===== config.mk =====
export PLATFORM = sky130hd
export DESIGN_NAME = alu_operand_issue
export DESIGN_NICKNAME = d
export VERILOG_FILES = /design/src/rtl/alu_operand_issue.sv
export SDC_FILE = /design/constraint.sdc
export NUM_CORES = 1
export LEC_CHECK = 0
export CORE_MARGIN = 4
export CORE_UTILIZATION = 55
export CTS_CLUSTER_DIAMETER = 80
export DETAILED_ROUTE_END_ITERATION = 8
export HOLD_SLACK_MARGIN = 0.05
export PLACE_DENSITY = 0.78
export SYNTH_ARGS = -nofsm -noshare
export SYNTH_HDL_FRONTEND = slang
export SYNTH_SLANG_ARGS = --single-unit

===== constraint.sdc =====
create_clock -name clk -period 3.9 [get_ports clk]
set_clock_uncertainty 0.15 [all_clocks]
set_input_delay 0.78 -clock clk [delete_from_list [all_inputs] [get_ports clk]]
set_output_delay 0.78 -clock clk [all_outputs]
set_load 0.01 [all_outputs]

===== src/rtl/alu_operand_issue.sv =====
// Operand-issue stage in front of the 24-bit ALU.
//
// Holds the register file and a per-register pending-write scoreboard.
// Decoded instructions arrive over in_valid/in_ready. Operands come from the
// register file, the sign-extended immediate, or the writeback port in the
// same cycle (bypass). The stage stalls on RAW and WAW hazards and presents
// registered operands through a one-entry valid/ready output slice.
//
// Ports
//   clk, reset_n                      clock (rising edge), async active-low reset
//   in_valid/in_ready                 instruction handshake
//   in_op, in_rs, in_rt, in_imm,
//   in_use_imm, in_rd, in_wr_en       decoded instruction fields
//   out_valid/out_ready               ALU-side handshake
//   alu_a, alu_b, alu_op,
//   out_rd, out_wr_en                 registered outputs to the ALU / EX stage
//   wb_valid, wb_addr, wb_data        writeback port
//   flush                             kill the instruction held in the output slice
module alu_operand_issue #(
  parameter int DATA_W = 24,
  parameter int OP_W   = 3,
  parameter int RA_W   = 3,
  parameter int IMM_W  = 12
) (
  input  logic              clk,
  input  logic              reset_n,
  input  logic              in_valid,
  output logic              in_ready,
  input  logic [OP_W-1:0]   in_op,
  input  logic [RA_W-1:0]   in_rs,
  input  logic [RA_W-1:0]   in_rt,
  input  logic [IMM_W-1:0]  in_imm,
  input  logic              in_use_imm,
  input  logic [RA_W-1:0]   in_rd,
  input  logic              in_wr_en,
  output logic              out_valid,
  input  logic              out_ready,
  output logic [DATA_W-1:0] alu_a,
  output logic [DATA_W-1:0] alu_b,
  output logic [OP_W-1:0]   alu_op,
  output logic [RA_W-1:0]   out_rd,
  output logic              out_wr_en,
  input  logic              wb_valid,
  input  logic [RA_W-1:0]   wb_addr,
  input  logic [DATA_W-1:0] wb_data,
  input  logic              flush
);

  localparam int NREG = 2 ** RA_W;

  logic [DATA_W-1:0] regs [NREG];
  logic [NREG-1:0]   pending;
  logic [NREG-1:0]   pend_nxt;
  logic [NREG-1:0]   wb_hit;
  logic [NREG-1:0]   p_eff;

  logic [DATA_W-1:0] rd_a;
  logic [DATA_W-1:0] rd_b;
  logic [DATA_W-1:0] imm_sext;
  logic              wr_eff;
  logic              stall;
  logic              accept;

  // One-hot of the register being written back this cycle; R0 never hits.
  always_comb begin
    wb_hit = '0;
    for (int r = 1; r < NREG; r++) begin
      wb_hit[r] = wb_valid && (wb_addr == RA_W'(r));
    end
  end

  // A writeback landing this cycle resolves the hazard it clears.
  assign p_eff    = pending & ~wb_hit;
  assign imm_sext = {{(DATA_W-IMM_W){in_imm[IMM_W-1]}}, in_imm};
  assign wr_eff   = in_wr_en && (in_rd != '0);

  always_comb begin
    rd_a = '0;
    if (in_rs != '0) begin
      rd_a = wb_hit[in_rs] ? wb_data : regs[in_rs];
    end
  end

  always_comb begin
    rd_b = '0;
    if (in_use_imm) begin
      rd_b = imm_sext;
    end else if (in_rt != '0) begin
      rd_b = wb_hit[in_rt] ? wb_data : regs[in_rt];
    end
  end

  assign stall = p_eff[in_rs]
               | (~in_use_imm & p_eff[in_rt])
               | (wr_eff & p_eff[in_rd]);

  // Deliberately independent of in_valid.
  assign in_ready = ~stall & ~flush & (~out_valid | out_ready);
  assign accept   = in_valid & in_ready;

  // Clear by writeback or flush first, then set by a new writer so that a
  // set and clear of the same register in one edge leaves it pending.
  always_comb begin
    pend_nxt = pending & ~wb_hit;
    if (flush && out_valid && out_wr_en) begin
      pend_nxt[out_rd] = 1'b0;
    end
    if (accept && wr_eff) begin
      pend_nxt[in_rd] = 1'b1;
    end
    pend_nxt[0] = 1'b0;
  end

  always_ff @(posedge clk or negedge reset_n) begin
    if (!reset_n) begin
      for (int r = 0; r < NREG; r++) begin
        regs[r] <= '0;
      end
      pending <= '0;
    end else begin
      for (int r = 1; r < NREG; r++) begin
        if (wb_hit[r]) begin
          regs[r] <= wb_data;
        end
      end
      pending <= pend_nxt;
    end
  end

  // Output slice: load on accept, drop on flush or consume, otherwise hold.
  always_ff @(posedge clk or negedge reset_n) begin
    if (!reset_n) begin
      out_valid <= 1'b0;
      alu_a     <= '0;
      alu_b     <= '0;
      alu_op    <= '0;
      out_rd    <= '0;
      out_wr_en <= 1'b0;
    end else if (accept) begin
      out_valid <= 1'b1;
      alu_a     <= rd_a;
      alu_b     <= rd_b;
      alu_op    <= in_op;
      out_rd    <= in_rd;
      out_wr_en <= wr_eff;
    end else if (flush || (out_valid && out_ready)) begin
      out_valid <= 1'b0;
    end
  end

endmodule


==> key figures <==
Setup path
  • Kind of capture point of the worst setup path: output port
  • CP top delay family: buffers and inverters
  • Start-to-end type of the worst setup path: in -> out
  • Crit path required time: 2.97 ns
  • Number of buffer and inverter stages on the critical path: 3
  • Cell chain of the critical path: clkdlybuf4s50_1, nor2b_1, a32oi_1, a311oi_1, a211oi_2, nand3b_1, inv_1, clkdlybuf4s50_1
  • CP peak stage delay: between 0.6 and 0.7 ns
  • Crit Path Max Fanout: 8
  • Critical path data arrival time: between 2 and 3 ns
  • Cell with the largest stage delay on the worst path: sky130_fd_sc_hd__clkdlybuf4s50_1
  • Startpoint types: input port
  • Most numerous cell on the critical path: sky130_fd_sc_hd__clkdlybuf4s50_1

Finish
  • Area growth, synth to finish: 19.1%
  • Non-Filler Cell Area, Final: roughly 15000 um2
  • Share of cells above drive strength 1: between 30% and 40%
  • Final layout net count: 1315
  • Filler Cells Inserted: approximately 1700

Synth
  • Top cells by count, synth: sky130_fd_sc_hd__nand2_1, sky130_fd_sc_hd__dfrtp_1, sky130_fd_sc_hd__mux2_2, sky130_fd_sc_hd__clkbuf_1, sky130_fd_sc_hd__nor2_1
  • Number of cells produced by synthesis: approximately 1200
  • Cell taking the most area after synthesis: sky130_fd_sc_hd__dfrtp_1
  • Syn avg cell area: between 10 and 15 um2
  • Post-synth net total: about 1200
  • Share of Yosys cell area claimed by the top area cell type: a little under half
  • Synthesis-stage register bit count: roughly 230
  • Synth area leaders: sky130_fd_sc_hd__dfrtp_1, sky130_fd_sc_hd__mux2_2, sky130_fd_sc_hd__nand2_1, sky130_fd_sc_hd__mux4_2, sky130_fd_sc_hd__mux2_4
  • Async set-reset flop share out of synthesis: 100%
  • Number of enable-type register cells in the synthesized netlist: 0
  • Count of warnings emitted by yosys: 24
  • Cell area after technology mapping: approximately 13000 um2
  • Primary FF master, synth: sky130_fd_sc_hd__dfrtp_1
  • Count of unique library cells instantiated by Yosys: 47
  • Fraction of the yosys area taken by sequential cells: between 40% and 50%
  • Most frequently used cell type in the post-synthesis netlist: sky130_fd_sc_hd__nand2_1

Pwr
  • Sw Pwr: around 2300 uW
  • Total power draw: slightly above 8000 uW
  • Sequential group share of total power: 42.1%
  • Logic gate share of total power: around 27%
  • Power density of the placed cells: ~530 nW/um2
  • Maximum vdd drop: 0.368 mV
  • Part of the total power dissipated in the clock network: a little under a third
  • Pint: 5780 uW
  • Static leakage: just under 0.007 uW
  • Net Sw Frac: approximately 28%

Run
  • Max-capacitance violation count: 0

CTS
  • Clk sink count: roughly 230
  • Clock latency on the worst-skew pair: about 0.53 ns
  • Number of CTS-inserted buffers: 26
  • H-tree depth: 1
  • Clock tree from TritonCTS: yes
  • Maximum clock insertion buffer count: 3
  • Clock slew seen by the registers of the worst setup and hold paths: 0.06 ns
  • Post-CTS setup buffers: 0
  • Clk root buf: sky130_fd_sc_hd__clkbuf_16

Detailed routing
  • Vias after detailed routing: 10100
  • Post-detailed-route count of antenna-violating nets: 0
  • Mean routed wirelength per cell: roughly 23 um
  • DRC: 0
  • Routed via count divided by cell count: 6.48
  • Iteration-0 DRC Markers: roughly 1100
  • First-pass detailed-route iteration total: 8
  • DRT Wirelength: between 30000 and 40000 um

Floorplanning
  • Row cnt: 55
  • I/O pin total: 116
  • Core area: between 20000 and 25000 um2
  • Die Width: around 160 um
  • Die H: about 160 um
  • Area of the die: 25700 um2
  • Initial Utilization: between 50% and 60%

GRT
  • Global-route wire length before repair: around 57000 um
  • Number of antenna violations at the first check in global routing: 0
  • Global Route Usage Sum: between 20 and 30%
  • Overflow left after global routing: 0
  • Largest net degree at the start of global routing: 80
  • Number of global-route vias before repair: 10200

Timing
  • Highest clock rate: 259 MHz
  • Worst slew pin tran: roughly 0.85 ns
  • Final number of max-transition violations: 0
  • # setup viols final: 0
  • Final hold violation count: 0
  • Final TNS setup: 0 ns
  • Worst slew slack as a fraction of its limit: ~43%
  • Share of the clock period used by the worst path: slightly below 100%
  • Tightest hold margin: 0.0603 ns
  • Final period demand of the worst path: roughly 3.9 ns
  • Crit path setup slack, layout: 0.0382 ns

Run status
  • Outcome: complete, no violations

Worst hold path
  • Class of the worst hold path: in -> async

Placement
  • Post-Place Setup Slack: -0.0944 ns
  • PortBufs: between 100 and 150
  • Placed Area: ~14000 um2
  • Post-DP HPWL: 22600 um
  • RePlAce Congestion: roughly 0.87
registers in the layout (all words and copies together), names as in the netlist:
signal and flops:
out_valid 1, alu_a 24, out_rd 3, alu_b 24, regs 168, out_wr_en 1
alu_op 3, pending 7
layer usage:
layer  GRT usage, %  vias up  wire (um)
li1               -     4377          -
met1           39.1     5120      14700
met2           42.4      536      16500
met3           5.29       75       3220
met4           8.41        0        942
met5              0        -          0
power by group through the flow:
stage	sequential (uW)	clock [uW]	combinational [uW]
2_1_floorplan	3400	0	1270
3_3_place_gp	3380	0	2110
3_5_place_dp	3410	0	2170
4_1_cts	3380	2520	2190
5_1_grt	3460	2620	2370
6_report	3390	2490	2180
layout make-up:
class                   count  area [um2]  area share (%)
well taps                 285         357            2.35
multi-input cells         797        6410            42.2
clock buffers              37         783            5.15
clock inverters             8        93.8           0.617
flip-flops and latches    231        5780            38.0
diodes                      1        2.50          0.0165
inverters                  17        63.8           0.420
repair buffers            183        1710            11.3
kinds of logic after synthesis:
group | synth area share [%]
and+or+nand+nor | 12.5
DFF | 45.3
buffers and inverters | 4.98
AOI/OAI and AO/OA | 9.21
muxes | 27.8
xor gates and xnor gates | 0.275
cells in the final DEF, fill, tap and decap left out, drive strengths merged, types with 9 or more instances in the layout:
cell type	n
nand2	262
dfrtp	231
mux2	212
clkdlybuf4s50	105
buf	74
nor2	55
a221oi	47
mux4	37
clkbuf	37
o21ai	34
a22oi	26
mux2i	22
inv	17
o31ai	11
a222oi	11
nand3	9
final timing paths:
path / from / end / slack (ns) / cells past startpoint
max in group asynchronous: reset_n / regs[15]$_DFFE_PN0P_ / 2.62 / 2
worst min register to register: regs[167]$_DFFE_PN0P_ / regs[167]$_DFFE_PN0P_ / 0.35 / 2
worst min-delay path: reset_n / alu_b[5]$_DFFE_PN0P_ / 0.06 / 1
min in group clk: regs[167]$_DFFE_PN0P_ / regs[167]$_DFFE_PN0P_ / 0.35 / 2
worst max register to register: pending[5]$_DFF_PN0_ / alu_b[12]$_DFFE_PN0P_ / 1.46 / 7
worst max-delay path: in_rd[1] / in_ready / 0.04 / 8
per-stage QoR:
| stage | cells | utilization (%) |
|---|---|---|
| 2_1_floorplan | 1164 | - |
| 3_3_place_gp | 1513 | 63.0 |
| 3_5_place_dp | 1513 | 63.0 |
| 4_1_cts | 1558 | 66.8 |
| 5_1_grt | 1558 | 66.9 |
| 6_report | 1559 | 66.9 |
timing repair:
item                       in CTS  in global routing
resized for setup               6                  3
hold buffers                    0                  0
setup endpoints to repair       1                  1
No activity file was read; power rests on OpenSTA's default activity.
==> RTL edit 1: new RTL, same settings <==
Take the reset off `pending` and load it in a clocked block of its own.
--- a/src/rtl/alu_operand_issue.sv
+++ b/src/rtl/alu_operand_issue.sv
@@ -116,15 +116,17 @@
       for (int r = 0; r < NREG; r++) begin
         regs[r] <= '0;
       end
-      pending <= '0;
     end else begin
       for (int r = 1; r < NREG; r++) begin
         if (wb_hit[r]) begin
           regs[r] <= wb_data;
         end
       end
-      pending <= pend_nxt;
     end
+  end
+
+  always_ff @(posedge clk) begin
+    pending <= pend_nxt;
   end
 
   // Output slice: load on accept, drop on flush or consume, otherwise hold.
Formal check against the unedited RTL: not equivalent (a bounded check fails within 4 cycles, from zero or initial values and one cycle with reset_n low).
==> RTL edit 1 against the original RTL <==
First-iteration DRC count shrank 5.9%; critical endpoint unchanged; synthesized cell count did not move; non-clock buffer count grew 4; area after synthesis down 0.27%; power increased by 1.5%; utilization rose by 0.13 points; critical path type unchanged; sequential share of layout area is 0.30 points lower; cell count hardly changed; worst setup slack improved by 73 ps; final area increased by 0.20%; count of clock-buffer cells in the layout down 5; largest cell class unchanged; wire length up 0.87%; sequential cell count is the same.
==> RTL edit 1: results (changes against the original RTL) <==
Global routing
  • Met2 usage: 43.93% (was 42.39%)
  • GR Layer Usage met1: 37.21% (was 39.05%)
  • First-pass GRT wire length: 57,180 microns (was 56,770 microns)
  • GRT met3 Usage: 6.142% (was 5.286%)
  • Largest net degree at the start of global routing: 102 (was 80)
  • Vias in the first global route: 10,420 (was 10,230)
  • Antenna violations before repair: 0 (unchanged)
  • Global Route Usage Sum: 27.48% (was 27.21%)

Layout
  • Fin nets: 1,319 (was 1,315)
  • Largest regs: regs: 168 flops, alu_a: 24 flops, alu_b: 24 flops (unchanged)
  • Diodes inserted: 0 (was 1)
  • Post-Layout Cell Count: 1,560 (was 1,559)
  • Fraction of layout cells with a size suffix above 1: 30.20% (was 30.01%)

Clocking
  • Total CTS buffers: 26 (unchanged)
  • Max H-tree Level: 1 (unchanged)
  • PostCTS Resize Cnt: 9 (was 6)
  • Worst-path clk slew: 60 ps (about the same)
  • CTS root buffer: clkbuf_16 (unchanged)
  • Post-CTS Setup Repair Bufs: 3 (was 0)
  • Clock Latency Late Sink: 540 ps
  • Clock Path Buffers: 3 (unchanged)

Place
  • Placed insts: 1,513 (unchanged)
  • DP HPWL: 22,360 microns (was 22,650 microns)
  • IO Port Bufs: 115 (unchanged)
  • Post-place setup slack: -104.1 ps (was -94.42 ps)
  • Final Wtd Congestion: 0.9180 (was 0.8664)
  • Area after DPL: 14,260 sq um (was 14,300 sq um)

Routing
  • Pre-Repair DR Iteration Count: 6 (was 8)
  • Via density: 6.481 (was 6.484)
  • Total Wirelength: 35,650 microns (was 35,340 microns)
  • DRT iter0 DRCs: 1,030 (was 1,094)

Timing
  • Worst-margin pin slew: 774.4 ps (was 847.2 ps)
  • Final Hold Fails: 0 (unchanged)

Synthesis
  • Synth Flop Type: dfrtp_1 (unchanged)
  • Commonest cells in the synthesized netlist: nand2_1 (262), dfrtp_1 (224), mux2_2 (184), clkbuf_1 (55), nor2_1 (55) (was nand2_1 (262), dfrtp_1 (231), mux2_2 (184), clkbuf_1 (55), nor2_1 (55))
  • Cell variety after synth: 48 (was 47)
  • Area leader, netlist: dfrtp_1 (unchanged)
  • Syn Inst Count: 1,164 (unchanged)
  • Ranking of synthesized cells by area: dfrtp_1 (44%), mux2_2 (16%), nand2_1 (7.7%), mux4_2 (6.5%), mux2_4 (3.3%) (was dfrtp_1 (45%), mux2_2 (16%), nand2_1 (7.7%), mux4_2 (6.5%), mux2_4 (3.3%))
  • Async SR Flop Fraction: 96.97% (was 100.0%)
  • Sequential fraction of the synthesis area: 45.14% (was 45.29%)
  • Mapped Nets: 1,223 (unchanged)
  • Yosys Warn Count: 24 (unchanged)

Run status
  • Status: completed (unchanged)

Pwr
  • VDD IR max: 0.3433 mV (was 0.3683 mV)
  • Leakage power total: 6.874 nW (was 6.877 nW)

Setup path
  • CP top delay family: buffers and inverters (unchanged)
  • Critical path arrival: 2860 ps (was 2930 ps)
  • Crit Path Max Fanout: 7 (was 8)
  • Crit-path slowest cell: clkdlybuf4s50_1 (unchanged)
  • Crit-path max cell delay: 530 ps (was 640 ps)

Worst hold path
  • Worst Hold Class: input pin to async pin (unchanged)
## RTL edit 1: cell types whose count changed in the layout (fill, tap and decap cells not counted), sizes merged
cell | unedited run | this run
bufinv | 2 | 5
dfxtp | 0 | 7
dfrtp | 231 | 224
buf | 74 | 78
diode | 1 | 0
clkbuf | 37 | 32
## RTL edit 1: where the power goes
group	total, mW	leakage, nW	switching, mW	internal [mW]
clock	2.59	0.449	0.970	1.62
combinational	2.20	3.63	0.908	1.30
sequential	3.39	2.80	0.417	2.98
## RTL edit 1: layer usage
metal	share of wire (%)	vias up
met3	9.7	100
li1	-	4377
met5	0	-
met4	3.2	0
met1	40	5029
met2	47	604
## RTL edit 1: final cells by class
type	instances	area, sq um
Inverter	17	63.81
Tap cell	285	356.6
Multi-Input combinational cell	797	6416
Timing Repair Buffer	187	1740
Fill cell	1666	7482
Sequential cell	231	5746
Clock inverter	11	191.4
Clock buffer	32	713.2
## RTL edit 1: path summary, 6_finish.rpt
| check | start | end | slack, ps | cells after the start |
|---|---|---|---|---|
| max | wb_addr[0] | in_ready | 110 | 10 |
| max reg2reg | pending[5] | alu_op[1] | 1290 | 9 |
| min | reset_n | alu_b[7] | 160 | 1 |
| max in group asynchronous | reset_n | regs[97] | 2670 | 2 |
| min in group clk | regs[147] | regs[147] | 340 | 2 |
| min reg2reg | regs[147] | regs[147] | 340 | 2 |
## RTL edit 1: cell families (layout without fill, tap and decap cells)
group,Yosys count,after routing,share of synthesized area [%]
AOI/OAI and AO/OA,156,156,9.231
xor gates and xnor gates,4,4,0.2753
buffers and inverters,136,247,4.994
DFF,231,231,45.14
muxes,271,271,27.86
and+or+nand+nor,366,366,12.50
==> RTL edit 2: new RTL, same settings <==
Without the edit above. `IMM_W`: 12 -> 8.
--- a/src/rtl/alu_operand_issue.sv
+++ b/src/rtl/alu_operand_issue.sv
@@ -20,7 +20,7 @@
   parameter int DATA_W = 24,
   parameter int OP_W   = 3,
   parameter int RA_W   = 3,
-  parameter int IMM_W  = 12
+  parameter int IMM_W  = 8
 ) (
   input  logic              clk,
   input  logic              reset_n,
Interface: changed (resized in_imm); port bits go from 116 to 112. No check against the original RTL was run, so the function may have changed too.
==> RTL edit 2 against the original RTL <==
Wire length decreased by 0.31%; power increased by 4.1%; fmax increased by 4.7%; final area increased by 0.22%; sequential power about the same; register-to-register slack got worse by 110 ps; worst setup slack improved by 170 ps; non-clock buffer count decreased by 10; area after synthesis decreased by 0.16%; clock power increased by 12%; utilization increased by 0.15 points; sequential cell count unchanged; critical endpoint unchanged; highest routed layer is now met5.
==> RTL edit 2: results (changes against the original RTL) <==
Setup path
  • Crit Path Max Fanout: 7 (was 8)
  • Critical path arrival: 2760 ps (was 2930 ps)

Pwr
  • Reported clock group power: 2.80 mW (was 2.49 mW)
  • Sw Share: 27.54% (was 28.25%)
  • Power Density: 550.7 nW/um^2 (was 530.4 nW/um^2)
  • VDD IR max: 0.3007 mV (was 0.3683 mV)

Synthesis
  • Synth top area share: 45.37% (was 45.29%)
  • Post-synthesis mux area share: 28.38% (was 27.78%)
  • Async SR Flop Fraction: 100.0% (unchanged)
  • Ranking of synthesized cells by area: dfrtp_1 (45%), mux2_2 (16%), nand2_1 (7.8%), mux4_2 (7.2%), mux2_4 (3.8%) (was dfrtp_1 (45%), mux2_2 (16%), nand2_1 (7.7%), mux4_2 (6.5%), mux2_4 (3.3%))
  • Commonest cells in the synthesized netlist: nand2_1 (266), dfrtp_1 (231), mux2_2 (184), nor2_1 (55), clkbuf_1 (48) (was nand2_1 (262), dfrtp_1 (231), mux2_2 (184), clkbuf_1 (55), nor2_1 (55))
  • Cell variety after synth: 48 (was 47)
  • Compound-cell area share of the yosys netlist: 8.680% (was 9.206%)
  • Mapped Nets: 1,206 (was 1,223)
  • Xor/xnor share of the synthesized area: 0.2749% (was 0.2745%)

Layout
  • Clk tree area frac: 6.449% (was 5.771%)
  • Sequential cell count: 231 (unchanged)
  • Multi-In Gates: 793 (was 797)
  • Fraction of layout cells with a size suffix above 1: 30.47% (was 30.01%)
  • Non-clock buffers: 173 (was 183)
  • Fillers: 1,656 (was 1,675)
  • Invs w/o clock: 13 (was 17)
  • Buffering overhead: 10.76% (was 11.25%)
  • Fraction of area in multi-input gates: 42.16% (was 42.15%)

Routing
  • Total Wirelength: 35,230 microns (was 35,340 microns)
  • DR WL/cell: 22.83 microns (was 22.67 microns)
  • Via density: 6.434 (was 6.484)
  • DRT iter0 DRCs: 1,078 (was 1,094)

Timing
  • Slew margin rel.: 43.89% (was 43.25%)

Global routing
  • Antenna violations before repair: 2 (was 0)
  • Vias in the first global route: 10,370 (was 10,230)
  • First-pass GRT wire length: 56,210 microns (was 56,770 microns)
  • Largest net degree at the start of global routing: 85 (was 80)
  • Global Route Usage Sum: 27.06% (was 27.21%)

Run status
  • Status: completed (unchanged)

Place
  • Final Wtd Congestion: 0.9269 (was 0.8664)
  • DP HPWL: 21,530 microns (was 22,650 microns)
  • IO Port Bufs: 111 (was 115)
[RTL edit 2: changes by cell type in the layout (fill, tap and decap cells not counted), moves of 5 or more]
cell and change:
a22oi_1 +8, bufinv_16 +5, mux2i_1 -8, buf_4 -7, a221oi_1 -7
[RTL edit 2: worst max-delay path: stages]
cell,delay (ps)
clkdlybuf4s50_1,520
buf_6,160
nand4_4,160
a32oi_1,220
o311ai_0,150
a31oi_1,230
nand3b_1,170
inv_1,80
dlygate4sd2_1,270
[RTL edit 2: worst paths after layout]
kind | start | to | slack [ps] | cells after the start
worst max-delay path | wb_addr[0] | in_ready | 210 | 9
worst min register to register | regs[149] | regs[149] | 350 | 2
min in group clk | regs[149] | regs[149] | 350 | 2
max in group asynchronous | reset_n | regs[83] | 2450 | 2
worst max register to register | pending[5] | alu_b[9] | 1350 | 7
worst min-delay path | reset_n | alu_b[4] | 50 | 1
[RTL edit 2: through the flow]
stage / setup TNS, ps / cell area (sq um) / util (%)
3_3_place_gp: -54.89 / 14210 / 62.60
5_1_grt: 0 / 15230 / 67.07
4_1_cts: 0 / 15230 / 67.06
3_5_place_dp: -88.75 / 14210 / 62.60
2_1_floorplan: 0 / 12740 / -
6_report: 0 / 15230 / 67.07
[RTL edit 2: layer usage]
metal | up-vias | routed length (microns) | global-route usage [%]
met3 | 112 | 2812 | 4.542
met1 | 5025 | 13860 | 35.30
met4 | 2 | 1237 | 10.83
met2 | 495 | 17310 | 45.41
li1 | 4294 | - | -
met5 | - | 12 | 0
[RTL edit 2: timing repair]
action	CTS	global route
endpoints found under the setup margin	1	0
gates resized for setup	7	0
buffers inserted	1	0
